File: src/rtl/ps2_rx_bus_if.sv
// Read/write bus between the controller (master) and the PS/2 receiver (slave).
// data_to_rd is driven combinationally by the slave.
interface ps2_rx_bus_if #(
  parameter int unsigned DATA_W = 32,
  parameter int unsigned ADDR_W = 2
);
  logic              sel;
  logic              rw_req;
  logic              rw_rnw;
  logic [ADDR_W-1:0] rw_addr;
  logic [DATA_W-1:0] data_to_wr;
  logic [DATA_W-1:0] data_to_rd;

  modport master (
    output sel, rw_req, rw_rnw, rw_addr, data_to_wr,
    input  data_to_rd
  );

  modport slave (
    input  sel, rw_req, rw_rnw, rw_addr, data_to_wr,
    output data_to_rd
  );
endinterface

File: src/rtl/ps2_rx_periph.sv
// Memory-mapped PS/2 keyboard receiver: frame decoder plus scancode FIFO.
// Define PS2_PARITY_CHECK_EN to drop frames with bad odd parity and flag STATUS[3].
module ps2_rx_periph #(
  parameter int unsigned DATA_W     = 32,
  parameter int unsigned ADDR_W     = 2,
  parameter int unsigned FIFO_DEPTH = 4,
  parameter int unsigned TIMEOUT    = 20000
) (
  input  logic          clk,
  input  logic          rst,
  ps2_rx_bus_if.slave   bus,
  input  logic          ps2_clk,
  input  logic          ps2_data,
  output logic          irq
);

  localparam int unsigned PTR_W = $clog2(FIFO_DEPTH);
  localparam int unsigned CNT_W = $clog2(FIFO_DEPTH + 1);
  localparam int unsigned TMO_W = $clog2(TIMEOUT + 1);

  typedef enum logic [1:0] {S_IDLE, S_DATA, S_PARITY, S_STOP} state_t;

  // Pin synchronizers; reset to 1 so an idle-high bus never looks like an edge
  logic [1:0] clk_sync;
  logic [1:0] data_sync;
  logic       clk_prev;

  always_ff @(posedge clk) begin
    if (rst) begin
      clk_sync  <= 2'b11;
      data_sync <= 2'b11;
      clk_prev  <= 1'b1;
    end else begin
      clk_sync  <= {clk_sync[0], ps2_clk};
      data_sync <= {data_sync[0], ps2_data};
      clk_prev  <= clk_sync[1];
    end
  end

  logic fall_c;
  logic data_s;
  assign fall_c = clk_prev & ~clk_sync[1];
  assign data_s = data_sync[1];

  // Inactivity counter, cleared by every PS/2 falling edge
  logic [TMO_W-1:0] tmo_cnt;
  logic             tmo_hit_c;
  assign tmo_hit_c = (tmo_cnt == TMO_W'(TIMEOUT));

  always_ff @(posedge clk) begin
    if (rst || fall_c) tmo_cnt <= '0;
    else if (!tmo_hit_c) tmo_cnt <= tmo_cnt + TMO_W'(1);
  end

  state_t     state, state_nxt;
  logic [2:0] bit_cnt, bit_nxt;
  logic [7:0] shreg, shreg_nxt;
  logic       push_c;
  logic       ferr_set_c;
  logic       perr_set_c;
  logic       parity_bad_c;

`ifdef PS2_PARITY_CHECK_EN
  logic par_bit, par_nxt;
  assign parity_bad_c = ~(^{par_bit, shreg});
`else
  assign parity_bad_c = 1'b0;
`endif

  always_ff @(posedge clk) begin
    if (rst) begin
      state   <= S_IDLE;
      bit_cnt <= 3'd0;
      shreg   <= 8'd0;
`ifdef PS2_PARITY_CHECK_EN
      par_bit <= 1'b0;
`endif
    end else begin
      state   <= state_nxt;
      bit_cnt <= bit_nxt;
      shreg   <= shreg_nxt;
`ifdef PS2_PARITY_CHECK_EN
      par_bit <= par_nxt;
`endif
    end
  end

  // Frame decoder; a real edge takes precedence over a coincident timeout
  always_comb begin
    state_nxt  = state;
    bit_nxt    = bit_cnt;
    shreg_nxt  = shreg;
    push_c     = 1'b0;
    ferr_set_c = 1'b0;
    perr_set_c = 1'b0;
`ifdef PS2_PARITY_CHECK_EN
    par_nxt    = par_bit;
`endif
    if (fall_c) begin
      case (state)
        S_IDLE: begin
          if (!data_s) begin
            state_nxt = S_DATA;
            bit_nxt   = 3'd0;
          end else begin
            ferr_set_c = 1'b1;
          end
        end
        S_DATA: begin
          shreg_nxt = {data_s, shreg[7:1]};
          bit_nxt   = bit_cnt + 3'd1;
          if (bit_cnt == 3'd7) state_nxt = S_PARITY;
        end
        S_PARITY: begin
`ifdef PS2_PARITY_CHECK_EN
          par_nxt   = data_s;
`endif
          state_nxt = S_STOP;
        end
        S_STOP: begin
          state_nxt = S_IDLE;
          if (!data_s)          ferr_set_c = 1'b1;
          else if (parity_bad_c) perr_set_c = 1'b1;
          else                  push_c     = 1'b1;
        end
        default: state_nxt = S_IDLE;
      endcase
    end else if (state != S_IDLE && tmo_hit_c) begin
      state_nxt  = S_IDLE;
      ferr_set_c = 1'b1;
    end
  end

  // Bus decode
  logic acc_c, rd_c, wr_c;
  logic addr_data_c, addr_stat_c;
  assign acc_c       = bus.sel & bus.rw_req;
  assign rd_c        = acc_c & bus.rw_rnw;
  assign wr_c        = acc_c & ~bus.rw_rnw;
  assign addr_data_c = (bus.rw_addr == ADDR_W'(0));
  assign addr_stat_c = (bus.rw_addr == ADDR_W'(1));

  // Scancode FIFO
  logic [7:0]       mem [FIFO_DEPTH];
  logic [PTR_W-1:0] wr_ptr, rd_ptr;
  logic [CNT_W-1:0] count;
  logic             empty_c, full_c, pop_c, do_push_c, ovr_set_c;

  assign empty_c   = (count == '0);
  assign full_c    = (count == CNT_W'(FIFO_DEPTH));
  assign pop_c     = rd_c & addr_data_c & ~empty_c;
  assign do_push_c = push_c & ~rst & (~full_c | pop_c);
  assign ovr_set_c = push_c & full_c & ~pop_c;
  assign irq       = ~empty_c;

  always_ff @(posedge clk) begin
    if (do_push_c) mem[wr_ptr] <= shreg;
  end

  always_ff @(posedge clk) begin
    if (rst) begin
      wr_ptr <= '0;
      rd_ptr <= '0;
      count  <= '0;
    end else begin
      if (do_push_c) wr_ptr <= wr_ptr + PTR_W'(1);
      if (pop_c)     rd_ptr <= rd_ptr + PTR_W'(1);
      case ({do_push_c, pop_c})
        2'b10:   count <= count + CNT_W'(1);
        2'b01:   count <= count - CNT_W'(1);
        default: count <= count;
      endcase
    end
  end

  // Sticky error bits; a new event wins over a coincident clear
  logic [2:0] clr_c;
  logic       ovr, ferr, perr_rd_c;
  assign clr_c = (wr_c & addr_stat_c) ? bus.data_to_wr[4:2] : 3'b000;

  always_ff @(posedge clk) begin
    if (rst) begin
      ovr  <= 1'b0;
      ferr <= 1'b0;
    end else begin
      ovr  <= (ovr  & ~clr_c[0]) | ovr_set_c;
      ferr <= (ferr & ~clr_c[2]) | ferr_set_c;
    end
  end

`ifdef PS2_PARITY_CHECK_EN
  logic perr;
  always_ff @(posedge clk) begin
    if (rst) perr <= 1'b0;
    else     perr <= (perr & ~clr_c[1]) | perr_set_c;
  end
  assign perr_rd_c = perr;
  logic unused_wr;
  assign unused_wr = ^{bus.data_to_wr[DATA_W-1:5], bus.data_to_wr[1:0]};
`else
  assign perr_rd_c = 1'b0;
  logic unused_wr;
  assign unused_wr = ^{bus.data_to_wr[DATA_W-1:5], bus.data_to_wr[1:0], perr_set_c};
`endif

  // Combinational read mux
  always_comb begin
    bus.data_to_rd = '0;
    if (rd_c) begin
      case (bus.rw_addr)
        ADDR_W'(0): if (!empty_c) bus.data_to_rd = DATA_W'(mem[rd_ptr]);
        ADDR_W'(1): bus.data_to_rd = DATA_W'({ferr, perr_rd_c, ovr, full_c, ~empty_c});
        ADDR_W'(2): bus.data_to_rd = DATA_W'(count);
        default:    bus.data_to_rd = '0;
      endcase
    end
  end

endmodule
File: src/flat_wrapper.sv
// flat-port wrapper written by rule: the top's interface ports become plain ports
module ps2_rx_periph_flat 
#(
  parameter int unsigned DATA_W     = 32,
  parameter int unsigned ADDR_W     = 2,
  parameter int unsigned FIFO_DEPTH = 4,
  parameter int unsigned TIMEOUT    = 20000
)
  (clk, rst, ps2_clk, ps2_data, irq, bus_sel, bus_rw_req, bus_rw_rnw, bus_rw_addr, bus_data_to_wr, bus_data_to_rd);
  ps2_rx_bus_if #(.DATA_W(DATA_W), .ADDR_W(ADDR_W)) bus_i ();
  input  logic clk;
  input  logic rst;
  input  logic ps2_clk;
  input  logic ps2_data;
  output logic irq;
  input wire logic [$bits(bus_i.sel)-1:0] bus_sel;
  input wire logic [$bits(bus_i.rw_req)-1:0] bus_rw_req;
  input wire logic [$bits(bus_i.rw_rnw)-1:0] bus_rw_rnw;
  input wire logic [$bits(bus_i.rw_addr)-1:0] bus_rw_addr;
  input wire logic [$bits(bus_i.data_to_wr)-1:0] bus_data_to_wr;
  output wire logic [$bits(bus_i.data_to_rd)-1:0] bus_data_to_rd;
  assign bus_i.sel = bus_sel;
  assign bus_i.rw_req = bus_rw_req;
  assign bus_i.rw_rnw = bus_rw_rnw;
  assign bus_i.rw_addr = bus_rw_addr;
  assign bus_i.data_to_wr = bus_data_to_wr;
  assign bus_data_to_rd = bus_i.data_to_rd;
  ps2_rx_periph #(.DATA_W(DATA_W), .ADDR_W(ADDR_W), .FIFO_DEPTH(FIFO_DEPTH), .TIMEOUT(TIMEOUT)) u_core (.clk(clk), .rst(rst), .bus(bus_i), .ps2_clk(ps2_clk), .ps2_data(ps2_data), .irq(irq));
endmodule
File: config.mk
export PLATFORM = sky130hd
export DESIGN_NAME = ps2_rx_periph_flat
export DESIGN_NICKNAME = d
export VERILOG_FILES = /design/src/rtl/ps2_rx_bus_if.sv /design/src/rtl/ps2_rx_periph.sv /design/src/flat_wrapper.sv
export SDC_FILE = /design/constraint.sdc
export NUM_CORES = 1
export LEC_CHECK = 0
export CAP_MARGIN = 20
export CORE_ASPECT_RATIO = 0.75
export CORE_MARGIN = 4
export CORE_UTILIZATION = 50
export DETAILED_ROUTE_END_ITERATION = 8
export PLACE_DENSITY_LB_ADDON = 0.08
export SLEW_MARGIN = 20
export SYNTH_ARGS = -nofsm -noshare
export SYNTH_HDL_FRONTEND = slang
export SYNTH_SLANG_ARGS = --single-unit
File: constraint.sdc
create_clock -name clk -period 9.39 [get_ports clk]
set_clock_uncertainty 0.15 [all_clocks]
set_input_delay 2.817 -clock clk [delete_from_list [all_inputs] [get_ports clk]]
set_output_delay 2.817 -clock clk [all_outputs]
set_load 0.005 [all_outputs]
==> results by group, run 1 <==
Synth
  – Top area cells in the synthesized netlist: edfxtp_1 (27%), dfxtp_1 (25%), buf_4 (5.5%), mux4_2 (5.1%), ha_1 (4.6%)
  – Register area share after synthesis: 51.6%
  – Yosys top cell by area: edfxtp_1
  – Distinct cells, synth: 44
  – Share of synthesized flip-flops with an asynchronous set or reset: 0%
  – Synth cell count leaders: dfxtp_1 (44), edfxtp_1 (32), nor2_1 (31), buf_4 (26), a21oi_1 (17)
  – Cells after Synth: 324
  – Yosys reg bits: 76
  – Top-count cell post-synth: dfxtp_1
  – Main synth FF type: dfxtp_1
  – YS warnings: 0
  – Syn_area_per_cell: 11.0 µm²
  – Mapped Area: 0.00357 mm²
  – Post-synth EDFFs: 32
  – Synth top area share: 26.9%

Clock tree
  – CTS max path bufs: 2
  – Worst-Skew Late Latency: 0.34 ns
  – Post-CTS setup buffers: 0
  – CTS sink count: 76
  – Root Driver: clkbuf_8
  – Cts hold-fix bufs: 0
  – Post-CTS Resized: 0
  – H-tree levels: 3
  – CTS tree: built
  – Clock transition at the registers of the reported paths: 0.08 ns
  – Number of buffers created by CTS: 9

Global routing
  – Antenna violations before repair: 0
  – GRT Residual Overflow: 0
  – First-pass GRT wire length: 10,600 µm
  – Largest net degree at the start of global routing: 31
  – GR Util All Layers: 16.1%
  – Vias in the first global route: 2,144

Placed design
  – RePlAce Congestion: 0.777
  – Placed wire-length estimate: 4380 µm
  – IO buf count: 19
  – Placed Area: 0.00371 mm²

Detailed routing
  – Routed Antenna Nets: 0
  – Post-Route WL: 6270 µm
  – Met2 wire length: 2640 µm
  – Vias per inst: 5.01
  – DRC Markers: 0
  – Wire per inst: 14.2 µm
  – WL met3: 354 µm
  – Iteration-0 DRC Markers: 129
  – Highest metal used: met4
  – Drt first pass iters: 4
  – Via count: 2,215
  – Metal-1 WL: 3240 µm

Run status
  – Status: finished, final reports clean

STA
  – # setup viols final: 0
  – Crit path time final: 7.90 ns
  – Setup TNS: 0 ns
  – Fmax achieved: 127 MHz
  – Hold Vio Cnt, Final: 0
  – RSZ-0062 raised after global routing: false
  – Pins Over Slew Limit: 0
  – Slew Limit Headroom: 48.8%
  – Worst Tran Pin Value: 0.766 ns
  – Final Cycle Share: 84.1%

Floorplan
  – DIE AREA: 0.00856 mm²
  – Die width: 106 µm
  – I/O Pins: 74
  – Die Height: 81.1 µm
  – FP Rows: 26
  – Initial Util: 52.0%
  – Core ar.: 0.00686 mm²

Cells and area
  – Register area: 0.00184 mm²
  – Area Overhead vs Synth: 10.4%
  – Final nets: 394
  – Fill cells: 590
  – Footprint of the multi-input gates: 0.00150 mm²
  – Final non-filler cell area: 0.00394 mm²
  – ANT cells: 0
  – Layout cell share with drive strength beyond 1: 10.8%

Power and ir drop
  – Clock Power Share: 42.5%
  – Int Pwr: 0.503 mW
  – Psw: 0.136 mW
  – Part of the power in combinational logic: 3.4%
  – Worst VDD drop: 0.138 mV
  – Sw Ratio: 21.3%
  – Power density cells: 162 mW/mm²
  – Leakage: 1.43 nW
  – Sequential share of power: 54.1%

Worst hold path
  – Hold endpoint: u_core.data_sync[1]
  – HP Class: reg -> reg
  – WHS Path Cells: 1
  – Worst Min Path Start: u_core.data_sync[0]

Worst setup path
  – Critical Path, Cell by Cell: clkdlybuf4s50_1 -> or4_1 -> and2b_2 -> clkdlybuf4s50_1
  – Slowest stage delay, CP: 0.74 ns
  – Most used cell, CP: clkdlybuf4s50_1
  – Critical path arrival: 4.93 ns
  – CP max FO: 11
  – Crit end category: primary output
  – Reg2reg end: u_core.count[2]
  – Slowest CP cell: or4_1
  – CP startpoint kind: input pin
  – CP Data Required Time: 6.42 ns
  – Crit Path Class: in -> out
  – RR Startpoint: u_core.clk_prev
  – Reg2Reg Depth: 10
  – FF-to-FF setup slack: 6.56 ns

Flow run
  – Max-cap violations: 0
worst max-delay path by stage:
stage                        start                 to  depth (start not counted)  slack, ns
floorplan           bus_rw_addr[1]  bus_data_to_rd[3]                          4       2.62
global placement    bus_rw_addr[0]  bus_data_to_rd[5]                          4       1.47
detailed placement  bus_rw_addr[0]  bus_data_to_rd[5]                          4       1.46
CTS                 bus_rw_addr[0]  bus_data_to_rd[5]                          4       1.47
global route        bus_rw_addr[0]  bus_data_to_rd[3]                          4       1.41
finish              bus_rw_addr[0]  bus_data_to_rd[5]                          4       1.49
worst max-delay path: cells and delay by family:
family / cells / cell delay [ns]
AND/OR/NAND/NOR: 2 / 1.01
buffers and inverters: 2 / 1.10
metal layers:
layer | GRT usage, % | up-vias
li1 | - | 1111
met1 | 22.5 | 1042
met2 | 23.9 | 58
met3 | 5.24 | 4
met4 | 4.66 | 0
met5 | 0 | -
kinds of logic after synthesis:
group / Yosys count / synth area share [%]
AOI/OAI and AO/OA: 33 / 5.40
other: 1 / 0.105
adders and majority gates: 14 / 5.12
DFF: 76 / 51.6
and+or+nand+nor: 114 / 17.5
buffers and inverters: 53 / 8.70
xor gates and xnor gates: 17 / 4.18
muxes: 16 / 7.30
power by group through the flow:
stage	Combinational, mW	Clock (mW)	Sequential [mW]
2_1_floorplan	0.0225	0	0.352
3_3_place_gp	0.0215	0	0.353
3_5_place_dp	0.0217	0	0.353
4_1_cts	0.0217	0.278	0.345
5_1_grt	0.0245	0.297	0.346
6_report	0.0219	0.272	0.345
cell type report:
type	count	area share, %
clock inverters	7	2.51
well taps	98	3.11
clock buffers	9	3.15
flip-flops and latches	76	46.8
multi-input cells	218	38.1
repair buffers	20	5.02
inverters	14	1.33
sequential cells by signal (all words and copies together), names as in the netlist, named ones only:
register and count:
u_core.shreg 8, u_core.clk_sync 2, u_core.wr_ptr 2, u_core.ovr 1
u_core.state 2, u_core.clk_prev 1, u_core.mem 32, u_core.bit_cnt 3
u_core.data_sync 2, u_core.ferr 1, u_core.tmo_cnt 15, u_core.rd_ptr 2
u_core.count 3
stage by stage:
step	util [%]	instances	hold slack [ns]	setup WS, ns	power (mW)
CTS	57.4	442	0.268	1.47	0.645
detailed placement	54.1	426	0.248	1.46	0.375
global route	57.4	442	0.289	1.41	0.667
finish	57.4	442	0.265	1.49	0.639
floorplan	-	347	0.239	2.62	0.375
global placement	54.1	426	0.248	1.47	0.375
cells in the final DEF, fill, tap and decap left out, drive strengths merged, types with 4 or more instances in the layout:
cell type	count
a21oi	17
and2	8
and2b	4
clkbuf	9
clkdlybuf4s50	19
conb	24
dfxtp	44
edfxtp	32
ha	13
inv	15
mux2i	8
mux4	8
nand2	13
nand2b	6
nand3	14
nand4	8
nor2	31
nor3	4
o21ai	6
or2	5
or3	4
xor2	15
(Power assumes the default switching activity.)
==> run 2: changes to the inputs <==
==> constraint.sdc (replaced) <==
create_clock -name clk -period 7.9 [get_ports clk]
set_clock_uncertainty 0.15 [all_clocks]
set_input_delay 2.37 -clock clk [delete_from_list [all_inputs] [get_ports clk]]
set_output_delay 2.37 -clock clk [all_outputs]
set_load 0.005 [all_outputs]
==> run 2 against run 1 <==
  * Register-to-register slack worse by 1.5 ns
  * Critical endpoint unchanged
  * Sequential cell count unchanged
  * Setup slack got worse by 0.60 ns
  * Via count rose by 0.50%
  * Largest power group unchanged
  * Sequential power rose by 19%
  * Clock power rose by 19%
  * Utilization about the same
  * Cell area about the same
  * Power increased by 19%
==> results by group, run 2 (synthesized netlist as in run 1, its figures left out) <==
Clock tree
  – CTS max path bufs: 2
  – CTS sink count: 76
  – Clock transition at the registers of the reported paths: 0.08 ns
  – Number of buffers created by CTS: 9
  – Post-CTS setup buffers: 0
  – Root Driver: clkbuf_8
  – H-tree levels: 3
  – Worst-Skew Late Latency: 0.34 ns
  – CTS tree: built
  – Post-CTS Resized: 0
  – Cts hold-fix bufs: 0

Placed design
  – Placed wire-length estimate: 4390 µm
  – RePlAce Congestion: 0.777
  – IO buf count: 19

Floorplan
  – Initial Util: 52.0%
  – Die Height: 81.1 µm
  – Die width: 106 µm
  – FP Rows: 26
  – DIE AREA: 0.00856 mm²
  – Core ar.: 0.00686 mm²
  – I/O Pins: 74

Power and ir drop
  – Power density cells: 193 mW/mm²
  – Int Pwr: 0.599 mW
  – Sequential share of power: 53.9%
  – Clock Power Share: 42.6%
  – Leakage: 1.43 nW
  – Psw: 0.163 mW
  – Part of the power in combinational logic: 3.4%
  – Power, Total: 0.761 mW
  – Sw Ratio: 21.4%
  – Worst VDD drop: 0.124 mV

STA
  – Setup TNS: 0 ns
  – Crit path time final: 7.01 ns
  – Final Cycle Share: 88.7%
  – Hold Vio Cnt, Final: 0
  – Pins Over Slew Limit: 0
  – Fmax achieved: 143 MHz
  – Slew Limit Headroom: 52.0%
  – # setup viols final: 0
  – RSZ-0062 raised after global routing: false
  – Worst Tran Pin Value: 0.719 ns

Cells and area
  – Commonest cells after routing, fill and taps aside: dfxtp_1 (44), edfxtp_1 (32), nor2_1 (31)
  – ANT cells: 0
  – Biggest regs: u_core.mem x32, u_core.tmo_cnt x15, u_core.shreg x8
  – Max FFs per register: 32
  – Commonest non-fill, non-tap cell in the layout: dfxtp_1
  – Largest Register: u_core.mem
  – Post-layout util: 57.4%
  – Final nets: 394
  – Area Overhead vs Synth: 10.5%
  – Layout cell share with drive strength beyond 1: 10.8%

Worst setup path
  – Crit end category: primary output
  – CP max FO: 11
  – CP startpoint kind: input pin
  – CP Data Required Time: 5.38 ns
  – Crit Path Class: in -> out
  – Critical path arrival: 4.49 ns

Detailed routing
  – DRC Markers: 0
  – Post-Route WL: 6270 µm
  – Iteration-0 DRC Markers: 122
  – Vias per inst: 5.04
  – Via count: 2,226
  – Routed Antenna Nets: 0
  – Wire per inst: 14.2 µm
  – Drt first pass iters: 4

Global routing
  – First-pass GRT wire length: 10,500 µm
  – Antenna violations before repair: 0
  – GR Util All Layers: 15.8%
  – Vias in the first global route: 2,163
  – GRT Residual Overflow: 0
  – Largest net degree at the start of global routing: 31

Run status
  – Status: finished, final reports clean

Flow run
  – Max-cap violations: 0

Worst hold path
  – HP Class: reg -> reg
-- run 2: cell count changes in the layout (fill, tap and decap cells not counted), sizes merged --
cell      previous run  this run
clkinv               3         4
clkinvlp             1         0
-- run 2: worst max-delay path: stages --
cell and delay (ns):
clkdlybuf4s50_1 0.61, or4_1 0.74, and2b_2 0.27, clkdlybuf4s50_1 0.49
-- run 2: cell type report --
class / instances / area [µm²]
tap: 98 / 123
clock buffer: 9 / 124
timing repair buffer: 20 / 198
clock inverter: 7 / 100
multi-input combinational: 218 / 1500
sequential: 76 / 1840
inverter: 14 / 52.6
fill: 591 / 2930
-- run 2: through the flow --
step	setup slack, ns	cells	hold WS (ns)	area, µm²
floorplan	2.03	347	0.239	3650
global placement	0.877	426	0.248	3710
detailed placement	0.865	426	0.248	3710
CTS	0.865	442	0.268	3940
global route	0.815	442	0.288	3940
finish	0.894	442	0.264	3940
-- run 2: worst paths after layout --
path	from	end	slack, ns	cells after the start
max	bus_rw_addr[0]	bus_data_to_rd[5]	0.89	4
min	u_core.data_sync[0]	u_core.data_sync[1]	0.26	1
max reg2reg	u_core.clk_prev	u_core.count[2]	5.10	10
min reg2reg	u_core.data_sync[0]	u_core.data_sync[1]	0.26	1
-- run 2: per-layer routing --
metal | up-vias | GRT usage [%] | share of wire (%)
met2 | 51 | 23.9 | 44
met5 | - | 0 | 0
li1 | 1107 | - | -
met1 | 1066 | 22.2 | 51
met3 | 2 | 4.53 | 4.8
met4 | 0 | 5.05 | 0.40
-- run 2: power by group through the flow --
stage | Clock, mW | Sequential, mW | Combinational, mW
6_report | 0.325 | 0.411 | 0.0259
5_1_grt | 0.350 | 0.411 | 0.0291
4_1_cts | 0.333 | 0.411 | 0.0259
3_5_place_dp | 0 | 0.420 | 0.0259
3_3_place_gp | 0 | 0.420 | 0.0256
2_1_floorplan | 0 | 0.419 | 0.0267
